$ cat src/rtl/multicycle_pkg.sv
// Shared types and encodings for the multicycle control FSM.
package multicycle_pkg;

    typedef enum logic [3:0] {
        S_IDLE    = 4'd0,
        S_FETCH   = 4'd1,
        S_DECODE  = 4'd2,
        S_EXEC    = 4'd3,
        S_ALU_WB  = 4'd4,
        S_ADDR    = 4'd5,
        S_MEM_RD  = 4'd6,
        S_LOAD_WB = 4'd7,
        S_MEM_WR  = 4'd8,
        S_BRANCH  = 4'd9,
        S_JUMP    = 4'd10,
        S_JAL     = 4'd11,
        S_TRAP    = 4'd12
    } state_t;

    // Opcodes live in the low 3 bits; any set upper bit is illegal.
    localparam logic [2:0] OP_R    = 3'b000;
    localparam logic [2:0] OP_SLTI = 3'b001;
    localparam logic [2:0] OP_J    = 3'b010;
    localparam logic [2:0] OP_JAL  = 3'b011;
    localparam logic [2:0] OP_LW   = 3'b100;
    localparam logic [2:0] OP_SW   = 3'b101;
    localparam logic [2:0] OP_BEQ  = 3'b110;
    localparam logic [2:0] OP_ADDI = 3'b111;

    localparam logic [1:0] ALU_FUNCT = 2'b00;
    localparam logic [1:0] ALU_SUB   = 2'b01;
    localparam logic [1:0] ALU_SLT   = 2'b10;
    localparam logic [1:0] ALU_ADD   = 2'b11;

    localparam logic [1:0] SRCB_RT     = 2'b00;
    localparam logic [1:0] SRCB_TWO    = 2'b01;
    localparam logic [1:0] SRCB_IMM    = 2'b10;
    localparam logic [1:0] SRCB_IMM_SH = 2'b11;

    localparam logic [1:0] PC_ALU    = 2'b00;
    localparam logic [1:0] PC_ALUOUT = 2'b01;
    localparam logic [1:0] PC_JUMP   = 2'b10;

    localparam logic [1:0] RDST_RT = 2'b00;
    localparam logic [1:0] RDST_RD = 2'b01;
    localparam logic [1:0] RDST_R7 = 2'b10;

    localparam logic [1:0] M2R_ALU = 2'b00;
    localparam logic [1:0] M2R_MEM = 2'b01;
    localparam logic [1:0] M2R_PC  = 2'b10;

endpackage

$ cat src/rtl/mc_output_decode.sv
// Moore output decode: control word from current state and latched opcode.
module mc_output_decode
    import multicycle_pkg::*;
#(
    parameter int OP_W = 3
) (
    input  state_t          state,
    input  logic [OP_W-1:0] op_q,
    output logic            mem_read,
    output logic            mem_write,
    output logic            iord,
    output logic            ir_write,
    output logic            pc_write,
    output logic            pc_write_cond,
    output logic            reg_write,
    output logic            alu_src_a,
    output logic            illegal_op,
    output logic [1:0]      reg_dst,
    output logic [1:0]      mem_to_reg,
    output logic [1:0]      alu_op,
    output logic [1:0]      alu_src_b,
    output logic [1:0]      pc_src
);

    logic is_r;
    logic is_slti;

    assign is_r    = (op_q == OP_W'(OP_R));
    assign is_slti = (op_q == OP_W'(OP_SLTI));

    // Everything defaults to 0; each state raises only its own controls.
    // In FETCH ir_write/pc_write are raised unconditionally and the top
    // qualifies them with mem_ready.
    always_comb begin
        mem_read      = 1'b0;
        mem_write     = 1'b0;
        iord          = 1'b0;
        ir_write      = 1'b0;
        pc_write      = 1'b0;
        pc_write_cond = 1'b0;
        reg_write     = 1'b0;
        alu_src_a     = 1'b0;
        illegal_op    = 1'b0;
        reg_dst       = RDST_RT;
        mem_to_reg    = M2R_ALU;
        alu_op        = ALU_FUNCT;
        alu_src_b     = SRCB_RT;
        pc_src        = PC_ALU;
        case (state)
            S_FETCH: begin
                mem_read  = 1'b1;
                alu_src_b = SRCB_TWO;
                alu_op    = ALU_ADD;
                ir_write  = 1'b1;
                pc_write  = 1'b1;
            end
            S_DECODE: begin
                alu_src_b = SRCB_IMM_SH;
                alu_op    = ALU_ADD;
            end
            S_EXEC: begin
                alu_src_a = 1'b1;
                if (is_r) begin
                    alu_src_b = SRCB_RT;
                    alu_op    = ALU_FUNCT;
                end else if (is_slti) begin
                    alu_src_b = SRCB_IMM;
                    alu_op    = ALU_SLT;
                end else begin
                    alu_src_b = SRCB_IMM;
                    alu_op    = ALU_ADD;
                end
            end
            S_ALU_WB: begin
                reg_write = 1'b1;
                reg_dst   = is_r ? RDST_RD : RDST_RT;
            end
            S_ADDR: begin
                alu_src_a = 1'b1;
                alu_src_b = SRCB_IMM;
                alu_op    = ALU_ADD;
            end
            S_MEM_RD: begin
                mem_read = 1'b1;
                iord     = 1'b1;
            end
            S_LOAD_WB: begin
                reg_write  = 1'b1;
                mem_to_reg = M2R_MEM;
            end
            S_MEM_WR: begin
                mem_write = 1'b1;
                iord      = 1'b1;
            end
            S_BRANCH: begin
                alu_src_a     = 1'b1;
                alu_op        = ALU_SUB;
                pc_write_cond = 1'b1;
                pc_src        = PC_ALUOUT;
            end
            S_JUMP: begin
                pc_write = 1'b1;
                pc_src   = PC_JUMP;
            end
            S_JAL: begin
                pc_write   = 1'b1;
                pc_src     = PC_JUMP;
                reg_write  = 1'b1;
                reg_dst    = RDST_R7;
                mem_to_reg = M2R_PC;
            end
            S_TRAP: illegal_op = 1'b1;
            default: ;
        endcase
    end

endmodule

$ cat src/rtl/multicycle_control.sv
// Multicycle CPU control: state register, latched opcode, retire counter.
module multicycle_control
    import multicycle_pkg::*;
#(
    parameter int OP_W  = 3,
    parameter int CNT_W = 16
) (
    input  logic             clk,
    input  logic             rst_n,
    input  logic [OP_W-1:0]  op,
    input  logic             mem_ready,
    output logic             mem_read,
    output logic             mem_write,
    output logic             iord,
    output logic             ir_write,
    output logic             pc_write,
    output logic             pc_write_cond,
    output logic             reg_write,
    output logic             alu_src_a,
    output logic             illegal_op,
    output logic [1:0]       reg_dst,
    output logic [1:0]       mem_to_reg,
    output logic [1:0]       alu_op,
    output logic [1:0]       alu_src_b,
    output logic [1:0]       pc_src,
    output logic [CNT_W-1:0] retired
);

    state_t            state_q, state_d;
    logic [OP_W-1:0]   op_q, op_d;
    logic [CNT_W-1:0]  retired_q, retired_d;
    logic              retire;
    logic              dec_ir_write;
    logic              dec_pc_write;

    // Next state, opcode capture and retire detection.
    always_comb begin
        state_d = state_q;
        case (state_q)
            S_IDLE:   state_d = S_FETCH;
            S_FETCH:  if (mem_ready) state_d = S_DECODE;
            S_DECODE: begin
                case (op_q)
                    OP_W'(OP_R), OP_W'(OP_SLTI), OP_W'(OP_ADDI): state_d = S_EXEC;
                    OP_W'(OP_LW), OP_W'(OP_SW):                  state_d = S_ADDR;
                    OP_W'(OP_BEQ):                               state_d = S_BRANCH;
                    OP_W'(OP_J):                                 state_d = S_JUMP;
                    OP_W'(OP_JAL):                               state_d = S_JAL;
                    default:                                     state_d = S_TRAP;
                endcase
            end
            S_EXEC:    state_d = S_ALU_WB;
            S_ADDR:    state_d = (op_q == OP_W'(OP_SW)) ? S_MEM_WR : S_MEM_RD;
            S_MEM_RD:  if (mem_ready) state_d = S_LOAD_WB;
            S_MEM_WR:  if (mem_ready) state_d = S_FETCH;
            S_ALU_WB, S_LOAD_WB, S_BRANCH, S_JUMP, S_JAL, S_TRAP:
                       state_d = S_FETCH;
            default:   state_d = S_IDLE;
        endcase

        op_d = (state_q == S_FETCH && mem_ready) ? op : op_q;

        // TRAP deliberately does not retire.
        retire = (state_q == S_ALU_WB) || (state_q == S_LOAD_WB) ||
                 (state_q == S_BRANCH) || (state_q == S_JUMP) ||
                 (state_q == S_JAL) || (state_q == S_MEM_WR && mem_ready);
        retired_d = retired_q + {{(CNT_W-1){1'b0}}, retire};
    end

    // State, opcode and counter registers; reset forces IDLE so every output drops at once.
    always_ff @(posedge clk or negedge rst_n) begin
        if (!rst_n) begin
            state_q   <= S_IDLE;
            op_q      <= '0;
            retired_q <= '0;
        end else begin
            state_q   <= state_d;
            op_q      <= op_d;
            retired_q <= retired_d;
        end
    end

    mc_output_decode #(.OP_W(OP_W)) u_dec (
        .state         (state_q),
        .op_q          (op_q),
        .mem_read      (mem_read),
        .mem_write     (mem_write),
        .iord          (iord),
        .ir_write      (dec_ir_write),
        .pc_write      (dec_pc_write),
        .pc_write_cond (pc_write_cond),
        .reg_write     (reg_write),
        .alu_src_a     (alu_src_a),
        .illegal_op    (illegal_op),
        .reg_dst       (reg_dst),
        .mem_to_reg    (mem_to_reg),
        .alu_op        (alu_op),
        .alu_src_b     (alu_src_b),
        .pc_src        (pc_src)
    );

    // The fetch strobes fire only on the cycle the instruction word arrives.
    assign ir_write = dec_ir_write & mem_ready;
    assign pc_write = dec_pc_write & (mem_ready | (state_q != S_FETCH));
    assign retired  = retired_q;

endmodule

$ cat config.mk
export PLATFORM = sky130hd
export DESIGN_NAME = multicycle_control
export DESIGN_NICKNAME = d
export VERILOG_FILES = /design/src/rtl/multicycle_pkg.sv /design/src/rtl/mc_output_decode.sv /design/src/rtl/multicycle_control.sv
export SDC_FILE = /design/constraint.sdc
export NUM_CORES = 1
export LEC_CHECK = 0
export BUFFER_PORTS_ARGS = -buffer_cell sky130_fd_sc_hd__buf_2
export CAP_MARGIN = 5
export CORE_MARGIN = 5
export CORE_UTILIZATION = 45
export CTS_BUF_LIST = sky130_fd_sc_hd__clkbuf_16
export DETAILED_ROUTE_END_ITERATION = 16
export GPL_TIMING_DRIVEN = 0
export PLACE_DENSITY = 0.83
export SYNTH_ARGS = -nofsm -noshare
export SYNTH_HDL_FRONTEND = slang
export SYNTH_SLANG_ARGS = --single-unit
export TNS_END_PERCENT = 20
$ cat constraint.sdc
create_clock -name clk -period 3.9 [get_ports clk]
set_input_delay 0.78 -clock clk [delete_from_list [all_inputs] [get_ports clk]]
set_output_delay 0.78 -clock clk [all_outputs]
set_load 0.03 [all_outputs]
==> impl_metrics.csv, run 1 <==
group,metric,value,unit
status,status,"completed",
flow_run,maxCapViolCount,0,
die,die_w,65.2,microns
finish,antennaDiodeCount,0,
power,power.density,774,mW/mm^2
worst_hold_path,hold_class,"flop to flop",
clock_tree,cts.sinks,23,
clock_tree,cts_tree,"built",
placement,placed_cell_area,0.00161,sq mm
sta,max_freq,402,MHz
grt,grt_first_pass_wirelength,4950,microns
die,pin_count,41,
drt,wl,2950,microns
finish,final_core_util,0.568,
clock_tree,clkTransAtPathRegs,0.06,ns
placement,portBuffers,40,
setup_path,critPathRequiredTime,3.12,ns
sta,rsz0062_at_grt,"false",
sta,finalCritPeriodShare,0.638,
clock_tree,ctsRootBufferMaster,"clkbuf_16",
power,p_leak,0.875,nW
die,core_area,0.00298,sq mm
setup_path,r2r_start,"state_q[2]",
clock_tree,clk_path_buf_depth,2,
synthesis,synth.distinct_cells,38,
sta,final.setup_skew,0.00241,ns
sta,hold_violations,0,
sta,max_slew_margin,0.666,
setup_path,ff2ff_setup_slack,1.57,ns
setup_path,critPathMaxFanout,10,
synthesis,syn_inst,148,
synthesis,avgSynthCellArea,9.25,sq um
power,peakVddDrop,547,uV
setup_path,r2r_end,"retired[12]",
drt,ant_nets,0,
placement,dp_hpwl,2230,microns
placement,finalWeightedCongestion,0.932,
setup_path,cp-start-kind,"flop",
die,rows,20,
die,initial_core_util,0.460,
finish,finalInstanceArea,0.00169,sq mm
synthesis,yosys_warnings,0,
clock_tree,cts-buffers-inserted,3,
setup_path,end_kind,"output port",
sta,finalMaxSlewViolations,0,
grt,antenna_found_initial,0,
setup_path,ff2ff_path_depth,10,
worst_hold_path,min_to,"retired[15]",
synthesis,syn_nets,157,
die,die_area,0.00424,sq mm
drt,dr.pass1.iters,4,
setup_path,worst_ep_arrival_time,1.71,ns
setup_path,crit_chain,"buf_2 > buf_2 > nor2_1 > nor4bb_1 > buf_2",
worst_hold_path,worstHoldStart,"retired[15]",
setup_path,critPathKind,"flop to output port",
sta,layout_min_cycle_time,2.49,ns
setup_path,cp_common_cell,"buf_2",
grt,grt_usage,0.150,
clock_tree,h-tree-depth,1,
sta,setup_tns,0,ns
synthesis,synth_area,0.00137,sq mm
sta,hold_ws,0.465,ns
worst_hold_path,hold_path_depth,1,
setup_path,cpPeakStageDelay,0.35,ns
clock_tree,clock_latency,0.25,ns
finish,final_nets,202,
drt,drc_errors,0,
synthesis,ys_seq_area_frac,0.420,
clock_tree,cts_setup_buffers,0,
die,fp.dieH,65.2,microns
sta,setup_viol,0,
clock_tree,cts-resized-gates,0,
finish,drive_gt1_frac,0.313,
finish,area_growth,23.5,%
drt,num_vias,1212,
synthesis,ys_seq_elements,23,
setup_path,cpMaxStageDelayCell,"dfrtp_1",
sta,tightestPinTransition,0.501,ns
drt,drt_iter0_drc,46,
grt,grt_max_degree,24,
grt,gr-total-overflow,0,
drt,routedWlPerCell,13.1,microns
clock_tree,cts_hold_buf,0,
drt,viasPerCell,5.39,
grt,grt_pass1_vias,1122,
finish,fill_cells,273,
==> worst max-delay path, delay by kind of cell, from the launching register on <==
family	cells	cell delay (ns)
simple gates	2	0.48
flops	1	0.35
buf+inv	3	0.63
==> worst max path at each step <==
stage | from | endpoint | depth (start not counted)
CTS | state_q[1] | reg_dst[0] | 5
finish | state_q[1] | reg_dst[0] | 5
global route | state_q[1] | reg_dst[0] | 5
global placement | mem_ready | retired[10] | 9
floorplan | state_q[1] | reg_dst[0] | 4
detailed placement | mem_ready | retired[12] | 9
==> cell families after synthesis <==
family                   count (synthesis)  synth area share
multiplexers                             3            0.0329
XOR/XNOR                                15            0.0960
adder cells (fa/ha/maj)                  3            0.0274
flip-flops                              23             0.420
buffers and inverters                   12            0.0530
AO/OA/AOI/OAI                           26             0.114
AND/OR/NAND/NOR                         66             0.256
==> final cells by class <==
| class | count | area [sq um] | share of cell area |
|---|---|---|---|
| Clock buffer | 3 | 75.1 | 0.0444 |
| Multi-Input combinational cell | 113 | 721 | 0.426 |
| Timing Repair Buffer | 40 | 200 | 0.118 |
| Clock inverter | 1 | 5.00 | 0.00296 |
| Inverter | 3 | 11.3 | 0.00666 |
| Buffer | 9 | 61.3 | 0.0363 |
| Tap cell | 33 | 41.3 | 0.0244 |
| Sequential cell | 23 | 576 | 0.340 |
==> Yosys cell counts <==
master	n	area [sq um]
a21oi_1	6	30.0
a31oi_1	3	18.8
buf_6	2	22.5
nand3_4	1	17.5
clkbuf_1	1	3.75
and2b_2	1	8.76
xnor2_1	9	78.8
o21bai_1	1	7.51
o21a_1	2	15.0
nor2b_1	1	6.26
and2_1	1	6.26
mux2_4	3	45.0
nand3_1	7	35.0
xor2_1	6	52.6
dfrtp_1	23	576
nor4b_1	1	8.76
nand2_1	16	60.1
o21ai_0	9	45.0
nand2b_1	3	18.8
nor2_1	16	60.1
buf_2	4	20.0
nand4_1	1	6.26
nor4bb_1	1	10.0
ha_1	3	37.5
and3_1	4	25.0
buf_4	2	15.0
or2_0	1	6.26
nand2b_4	1	13.8
a21boi_0	1	7.51
o22ai_1	1	6.26
nor3_1	7	35.0
a221oi_1	1	8.76
a311oi_1	1	8.76
nor4_1	2	12.5
nor3_2	1	10.0
o41ai_1	1	8.76
inv_1	3	11.3
nand3_2	1	10.0
==> metrics by stage <==
stage	total power (W)	worst slack, ns	cells
after floorplan	0.000919	1.30	148
after global routing	0.00141	1.29	225
after detailed placement	0.00109	1.47	221
after CTS	0.00132	1.42	225
final	0.00131	1.41	225
after global placement	0.00109	1.52	221
==> state kept, by name, summed over array words and instances (netlist names) <==
| register | count |
|---|---|
| retired | 16 |
| op_q | 3 |
| state_q | 4 |
==> power breakdown <==
| group | leakage, nW | internal, W | switching [W] | total [W] |
|---|---|---|---|---|
| clock | 0.0409 | 0.000138 | 0.0000799 | 0.000218 |
| combinational | 0.534 | 0.000258 | 0.000470 | 0.000728 |
| sequential | 0.301 | 0.000297 | 0.0000653 | 0.000362 |
==> layout by cell type, fill, tap and decap left out, drive strengths merged <==
cell and instances:
a311oi 1, a31oi 3, and2b 1, ha 3
o41ai 1, nor4bb 1, a221oi 1, nand4 1
and3 4, buf 48, nor3 8, o21ai 9
or2 1, a21oi 6, clkinv 1, nand2 16
o21a 2, mux2 3, xnor2 9, xor2 6
o22ai 1, nor2 16, nand2b 4, inv 3
clkbuf 4, o21bai 1, nor4b 1, a21boi 1
dfrtp 23, nor4 2, nand3 9, nor2b 1
and2 1
==> metal layers <==
metal | share of wire | track usage | up-vias
met5 | 0 | 0 | -
met4 | 0.016 | 0.0751 | 0
met3 | 0.083 | 0.0359 | 4
met2 | 0.45 | 0.241 | 54
met1 | 0.45 | 0.188 | 554
li1 | - | - | 600
(Power assumes the default switching activity.)
==> run 2, diff against run 1 <==
--- a/config.mk
+++ b/config.mk
@@ -5,6 +5,7 @@
 export SDC_FILE = /design/constraint.sdc
 export NUM_CORES = 1
 export LEC_CHECK = 0
+export ABC_AREA = 1
 export BUFFER_PORTS_ARGS = -buffer_cell sky130_fd_sc_hd__buf_2
 export CAP_MARGIN = 5
 export CORE_MARGIN = 5
@@ -12,7 +13,7 @@
 export CTS_BUF_LIST = sky130_fd_sc_hd__clkbuf_16
 export DETAILED_ROUTE_END_ITERATION = 16
 export GPL_TIMING_DRIVEN = 0
-export PLACE_DENSITY = 0.83
+export PLACE_DENSITY = 0.86
 export SYNTH_ARGS = -nofsm -noshare
 export SYNTH_HDL_FRONTEND = slang
 export SYNTH_SLANG_ARGS = --single-unit
==> constraint.sdc (replaced) <==
create_clock -name clk -period 2.16 [get_ports clk]
set_input_delay 0.432 -clock clk [delete_from_list [all_inputs] [get_ports clk]]
set_output_delay 0.432 -clock clk [all_outputs]
set_load 0.03 [all_outputs]
==> impl_metrics.csv, run 2 <==
group,metric,value,unit
setup_path,cp_top_family,"simple AND/OR/NAND/NOR gates",
finish,finalNonFillerCells,250,
setup_path,cp-start-kind,"flop",
sta,layout_min_cycle_time,1.96,ns
clock_tree,h-tree-depth,1,
worst_hold_path,hold_class,"primary input to async pin",
sta,final.setup_skew,0.00375,ns
drt,wl_met3,104,microns
drt,wl,2980,microns
die,rows,20,
clock_tree,clkTransAtPathRegs,0.06,ns
sta,setup_viol,0,
synthesis,synthFlopType,"dfrtp_1",
sta,setup_tns,0,ns
grt,gr-total-overflow,0,
drt,routedWlPerCell,11.9,microns
clock_tree,cts.sinks,23,
finish,drive_gt1_frac,0.350,
drt,drc_errors,0,
finish,final_common_cell,"nand2_1",
synthesis,synthDominantCellAreaShare,0.416,
placement,placed_cells,246,
die,core_area,0.00300,sq mm
die,pin_count,41,
synthesis,syn_inst,173,
synthesis,synthTopCellsByArea,"dfrtp_1 42%, nand2_1 12%, nor2_1 5.2%",
synthesis,ys_seq_elements,23,
clock_tree,cts_hold_buf,0,
drt,drt_iter0_drc,92,
drt,wl_met1,1370,microns
synthesis,synth_area,0.00138,sq mm
clock_tree,clk_path_buf_depth,2,
clock_tree,clock_latency,0.25,ns
sta,max_slew_margin,0.680,
grt,grt_pass1_vias,1202,
synthesis,syn_nets,182,
clock_tree,cts_setup_buffers,0,
setup_path,critPathMaxFanout,5,
placement,portBuffers,40,
die,fp.dieH,65.4,microns
setup_path,end_kind,"flop",
finish,area_growth,24.3,%
drt,wl_met2,1460,microns
synthesis,synth.most_common_cell,"nand2_1",
placement,dp_hpwl,2420,microns
setup_path,cp.buffers_inverters,1,
synthesis,yosys_warnings,0,
die,initial_core_util,0.460,
finish,antennaDiodeCount,0,
drt,viasPerCell,5.11,
synthesis,yosysTopAreaCell,"dfrtp_1",
clock_tree,cts_tree,"built",
clock_tree,cts-buffers-inserted,3,
grt,grt_first_pass_wirelength,5020,microns
drt,num_vias,1277,
setup_path,cp_common_cell,"ha_1",
synthesis,avgSynthCellArea,7.99,sq um
die,die_w,65.4,microns
setup_path,cpPeakStageDelay,0.40,ns
setup_path,cpMaxStageDelayCell,"dfrtp_1",
power,peakVddDrop,707,uV
sta,hold_ws,0.133,ns
power,power.density,1390,mW/mm^2
placement,pre_cts_slack,0.128,ns
finish,final_nets,227,
drt,top_layer_used,"met4",
sta,finalMaxSlewViolations,0,
sta,rsz0062_at_grt,"false",
power,p_leak,0.943,nW
drt,dr.pass1.iters,4,
power,power_switching,0.00121,W
sta,postLayoutSetupSlackWorst,0.197,ns
setup_path,critPathKind,"flop to flop",
synthesis,ys_seq_area_frac,0.416,
power,p_int,0.00119,W
placement,placed_cell_area,0.00163,sq mm
sta,max_freq,510,MHz
power,seq_power_share,0.278,
finish,fill_cells,282,
synthesis,synth_edf_count,0,
grt,grt_usage,0.147,
setup_path,worst_ep_arrival_time,2.10,ns
clock_tree,cts-resized-gates,0,
die,die_area,0.00428,sq mm
synthesis,async_flop_share,1.00,
flow_run,maxCapViolCount,0,
power,swShare,0.505,
sta,tightestPinTransition,0.479,ns
sta,hold_violations,0,
grt,grt_max_degree,24,
setup_path,critPathRequiredTime,2.30,ns
finish,largest_reg_flops,16,
setup_path,crit_chain,"inv_2 > nand2_2 > nor2_2 > a21oi_1 > nand2_1 > ha_1 > ha_1 > nand3_2 > nor2_4 > nand3_1 > xor2_1",
synthesis,synth_top_cells_by_count,"43 x nand2_1, 23 x dfrtp_1, 19 x nor2_1",
synthesis,synth.distinct_cells,26,
finish,finalInstanceArea,0.00172,sq mm
power,clockPowerShare,0.162,
grt,antenna_found_initial,0,
power,p_comb_frac,0.560,
clock_tree,ctsRootBufferMaster,"clkbuf_16",
placement,finalWeightedCongestion,0.857,
status,status,"completed",
sta,finalCritPeriodShare,0.909,
drt,ant_nets,0,
finish,final_cell_mix,"43 x nand2_1, 40 x buf_2, 21 x dfrtp_1",
[run 2: area by class of cell]
class                      count  area, sq um  area share
inverter                      20         80.1      0.0466
multi-input combinational    127          721       0.419
clock buffer                   3         75.1      0.0437
tap                           33         41.3      0.0240
sequential                    23          578       0.336
timing repair buffer          40          200       0.116
buffer                         3         18.8      0.0109
clock inverter                 1         5.00     0.00291
[run 2: layer usage]
layer | vias up | global-route usage
met5 | - | 0
met2 | 29 | 0.241
met1 | 611 | 0.197
met4 | 0 | 0.0518
met3 | 5 | 0.0205
li1 | 632 | -
[run 2: worst reg2reg max path, delay by kind of cell (launching register included)]
kind	cells	cell delay, ns
adder cells (fa/ha/maj)	2	0.35
AO/OA/AOI/OAI	1	0.07
XOR/XNOR	1	0.14
AND/OR/NAND/NOR	6	0.78
buffers and inverters	1	0.10
flip-flops	1	0.40
[run 2: through the flow]
stage          power [W]  utilization
2_1_floorplan    0.00167            -
3_3_place_gp     0.00199        0.542
3_5_place_dp     0.00201        0.542
4_1_cts          0.00240        0.568
5_1_grt          0.00258        0.573
6_report         0.00240        0.573
[run 2: worst paths after layout]
kind,cells past startpoint,end,slack [ns],start
max in group asynchronous,1,state_q[1],1.67,rst_n
worst min-delay path,1,retired[9],0.13,rst_n
worst max-delay path,11,retired[14],0.20,state_q[3]
worst min register to register,2,retired[15],0.52,retired[15]
min in group clk,3,op_q[2],0.38,op[2]
worst max register to register,11,retired[14],0.20,state_q[3]
[run 2: power by group through the flow]
stage / sequential [W] / clock [W] / combinational, W
2_1_floorplan: 0.000733 / 0 / 0.000941
3_3_place_gp: 0.000658 / 0 / 0.00133
3_5_place_dp: 0.000664 / 0 / 0.00135
4_1_cts: 0.000658 / 0.000392 / 0.00135
5_1_grt: 0.000685 / 0.000405 / 0.00149
6_report: 0.000666 / 0.000388 / 0.00134
[run 2: cells by family (layout without fill, tap and decap cells)]
family / Yosys count / in the layout / share of synthesized area
and+or+nand+nor: 99 / 99 / 0.355
DFF: 23 / 23 / 0.416
buffers and inverters: 23 / 67 / 0.0715
AOI/OAI and AO/OA: 13 / 13 / 0.0543
xor gates and xnor gates: 12 / 12 / 0.0760
adders and majority gates: 3 / 3 / 0.0272
==> run 3, diff against run 2 <==
==> constraint.sdc (replaced) <==
create_clock -name clk -period 2.16 [get_ports clk]
set_input_delay 0.648 -clock clk [delete_from_list [all_inputs] [get_ports clk]]
set_output_delay 0.648 -clock clk [all_outputs]
set_load 0.03 [all_outputs]
==> impl_metrics.csv, run 3 (synthesis gave the netlist of run 2 again) <==
group,metric,value,unit
clock_tree,cts_hold_buf,0,
power,power.total,0.00243,W
grt,grt_pass1_vias,1202,
placement,finalWeightedCongestion,0.857,
die,pin_count,41,
drt,ant_nets,0,
power,seq_power_share,0.281,
clock_tree,cts.sinks,23,
sta,finalCritPeriodShare,0.969,
setup_path,cpMaxStageDelayCell,"dfrtp_2",
setup_path,critPathKind,"flop to output port",
placement,placed_cells,246,
setup_path,cp-start-kind,"flop",
finish,largest_reg_flops,16,
finish,final_common_cell,"nand2_1",
drt,viasPerCell,5.25,
die,die_area,0.00428,sq mm
die,initial_core_util,0.460,
clock_tree,cts-buffers-inserted,3,
clock_tree,cts_tree,"built",
drt,drt_iter0_drc,100,
finish,antennaDiodeCount,0,
setup_path,cp_common_cell,"nand2_4",
sta,layout_min_cycle_time,2.09,ns
sta,final.setup_skew,0.00328,ns
sta,tightestPinTransition,0.479,ns
power,power.density,1420,mW/mm^2
setup_path,cpPeakStageDelay,0.44,ns
clock_tree,clkTransAtPathRegs,0.06,ns
clock_tree,h-tree-depth,1,
grt,grt_max_degree,24,
clock_tree,clk_path_buf_depth,2,
finish,area_growth,24.3,%
setup_path,cp.buffers_inverters,2,
drt,num_vias,1307,
power,peakVddDrop,711,uV
grt,gr-total-overflow,0,
sta,max_slew_margin,0.681,
setup_path,end_kind,"output port",
placement,dp_hpwl,2420,microns
finish,finalNonFillerCells,249,
flow_run,maxCapViolCount,0,
die,rows,20,
setup_path,critPathMaxFanout,5,
clock_tree,cts-resized-gates,0,
finish,drive_gt1_frac,0.361,
status,status,"completed",
setup_path,crit_chain,"inv_2 > nand2_4 > nor2_8 > nand2_4 > o21ai_0 > buf_4",
worst_hold_path,hold_class,"primary input to async pin",
drt,routedWlPerCell,12.2,microns
sta,setup_viol,0,
die,die_w,65.4,microns
setup_path,cp_top_family,"flip-flops",
grt,grt_usage,0.147,
drt,drc_errors,0,
die,fp.dieH,65.4,microns
sta,rsz0062_at_grt,"true",
clock_tree,clock_latency,0.25,ns
sta,finalMaxSlewViolations,0,
power,power_switching,0.00123,W
setup_path,critPathRequiredTime,1.51,ns
finish,final_cell_mix,"43 x nand2_1, 38 x buf_2, 21 x dfrtp_1",
sta,max_freq,478,MHz
drt,dr.pass1.iters,4,
sta,hold_ws,0.350,ns
power,p_int,0.00120,W
setup_path,worst_ep_arrival_time,1.44,ns
drt,wl,3040,microns
clock_tree,ctsRootBufferMaster,"clkbuf_16",
power,swShare,0.506,
finish,fill_cells,277,
sta,hold_violations,0,
clock_tree,cts_setup_buffers,0,
grt,antenna_found_initial,0,
placement,portBuffers,40,
setup_path,crit_start,"state_q[1]",
finish,final_core_util,0.573,
die,core_area,0.00300,sq mm
power,clockPowerShare,0.159,
setup_path,r2r_start,"state_q[3]",
finish,final_nets,226,
grt,grt_first_pass_wirelength,5020,microns
power,p_comb_frac,0.560,
power,p_leak,0.943,nW
-- run 3: changes by cell type in the layout (fill, tap and decap cells not counted), sizes merged --
cell and change:
buf -1
-- run 3: power groups by stage --
stage / Combinational, W / Clock [W] / Sequential (W)
6_report: 0.00136 / 0.000387 / 0.000684
5_1_grt: 0.00150 / 0.000405 / 0.000705
4_1_cts: 0.00135 / 0.000392 / 0.000658
3_5_place_dp: 0.00135 / 0 / 0.000664
3_3_place_gp: 0.00133 / 0 / 0.000658
2_1_floorplan: 0.000941 / 0 / 0.000733
-- run 3: area by class of cell --
class                           count  area (sq um)  share of cell area
Multi-Input combinational cell    127           719               0.418
Sequential cell                    23           578               0.336
Timing Repair Buffer               40           205               0.119
Inverter                           20          80.1              0.0466
Clock buffer                        3          75.1              0.0437
Tap cell                           33          41.3              0.0240
Buffer                              2          15.0             0.00873
Clock inverter                      1          5.00             0.00291
-- run 3: final timing paths --
kind                          endpoint  slack, ns  cells past startpoint
setup / recovery              pc_write       0.07                      6
hold reg to reg            retired[15]       0.52                      2
hold / removal              retired[9]       0.35                      1
setup reg to reg           retired[14]       0.15                     11
max in group asynchronous   state_q[1]       1.45                      1
min in group clk           retired[15]       0.52                      2
-- run 3: through the flow --
stage                     instance area, sq um  worst slack, ns   TNS, ns
final                                     1720           0.0670         0
after global routing                      1720          -0.0321   -0.0654
after CTS                                 1710           0.0380         0
after detailed placement                  1630           0.0823         0
after global placement                    1630            0.116         0
after floorplan                           1390         -0.00722  -0.00722
-- run 3: metal layers --
| metal | up-vias | wire length, microns | GRT usage |
|---|---|---|---|
| li1 | 628 | - | - |
| met4 | 0 | 75 | 0.0518 |
| met3 | 7 | 165 | 0.0205 |
| met2 | 58 | 1490 | 0.241 |
| met5 | - | 0 | 0 |
| met1 | 614 | 1310 | 0.197 |
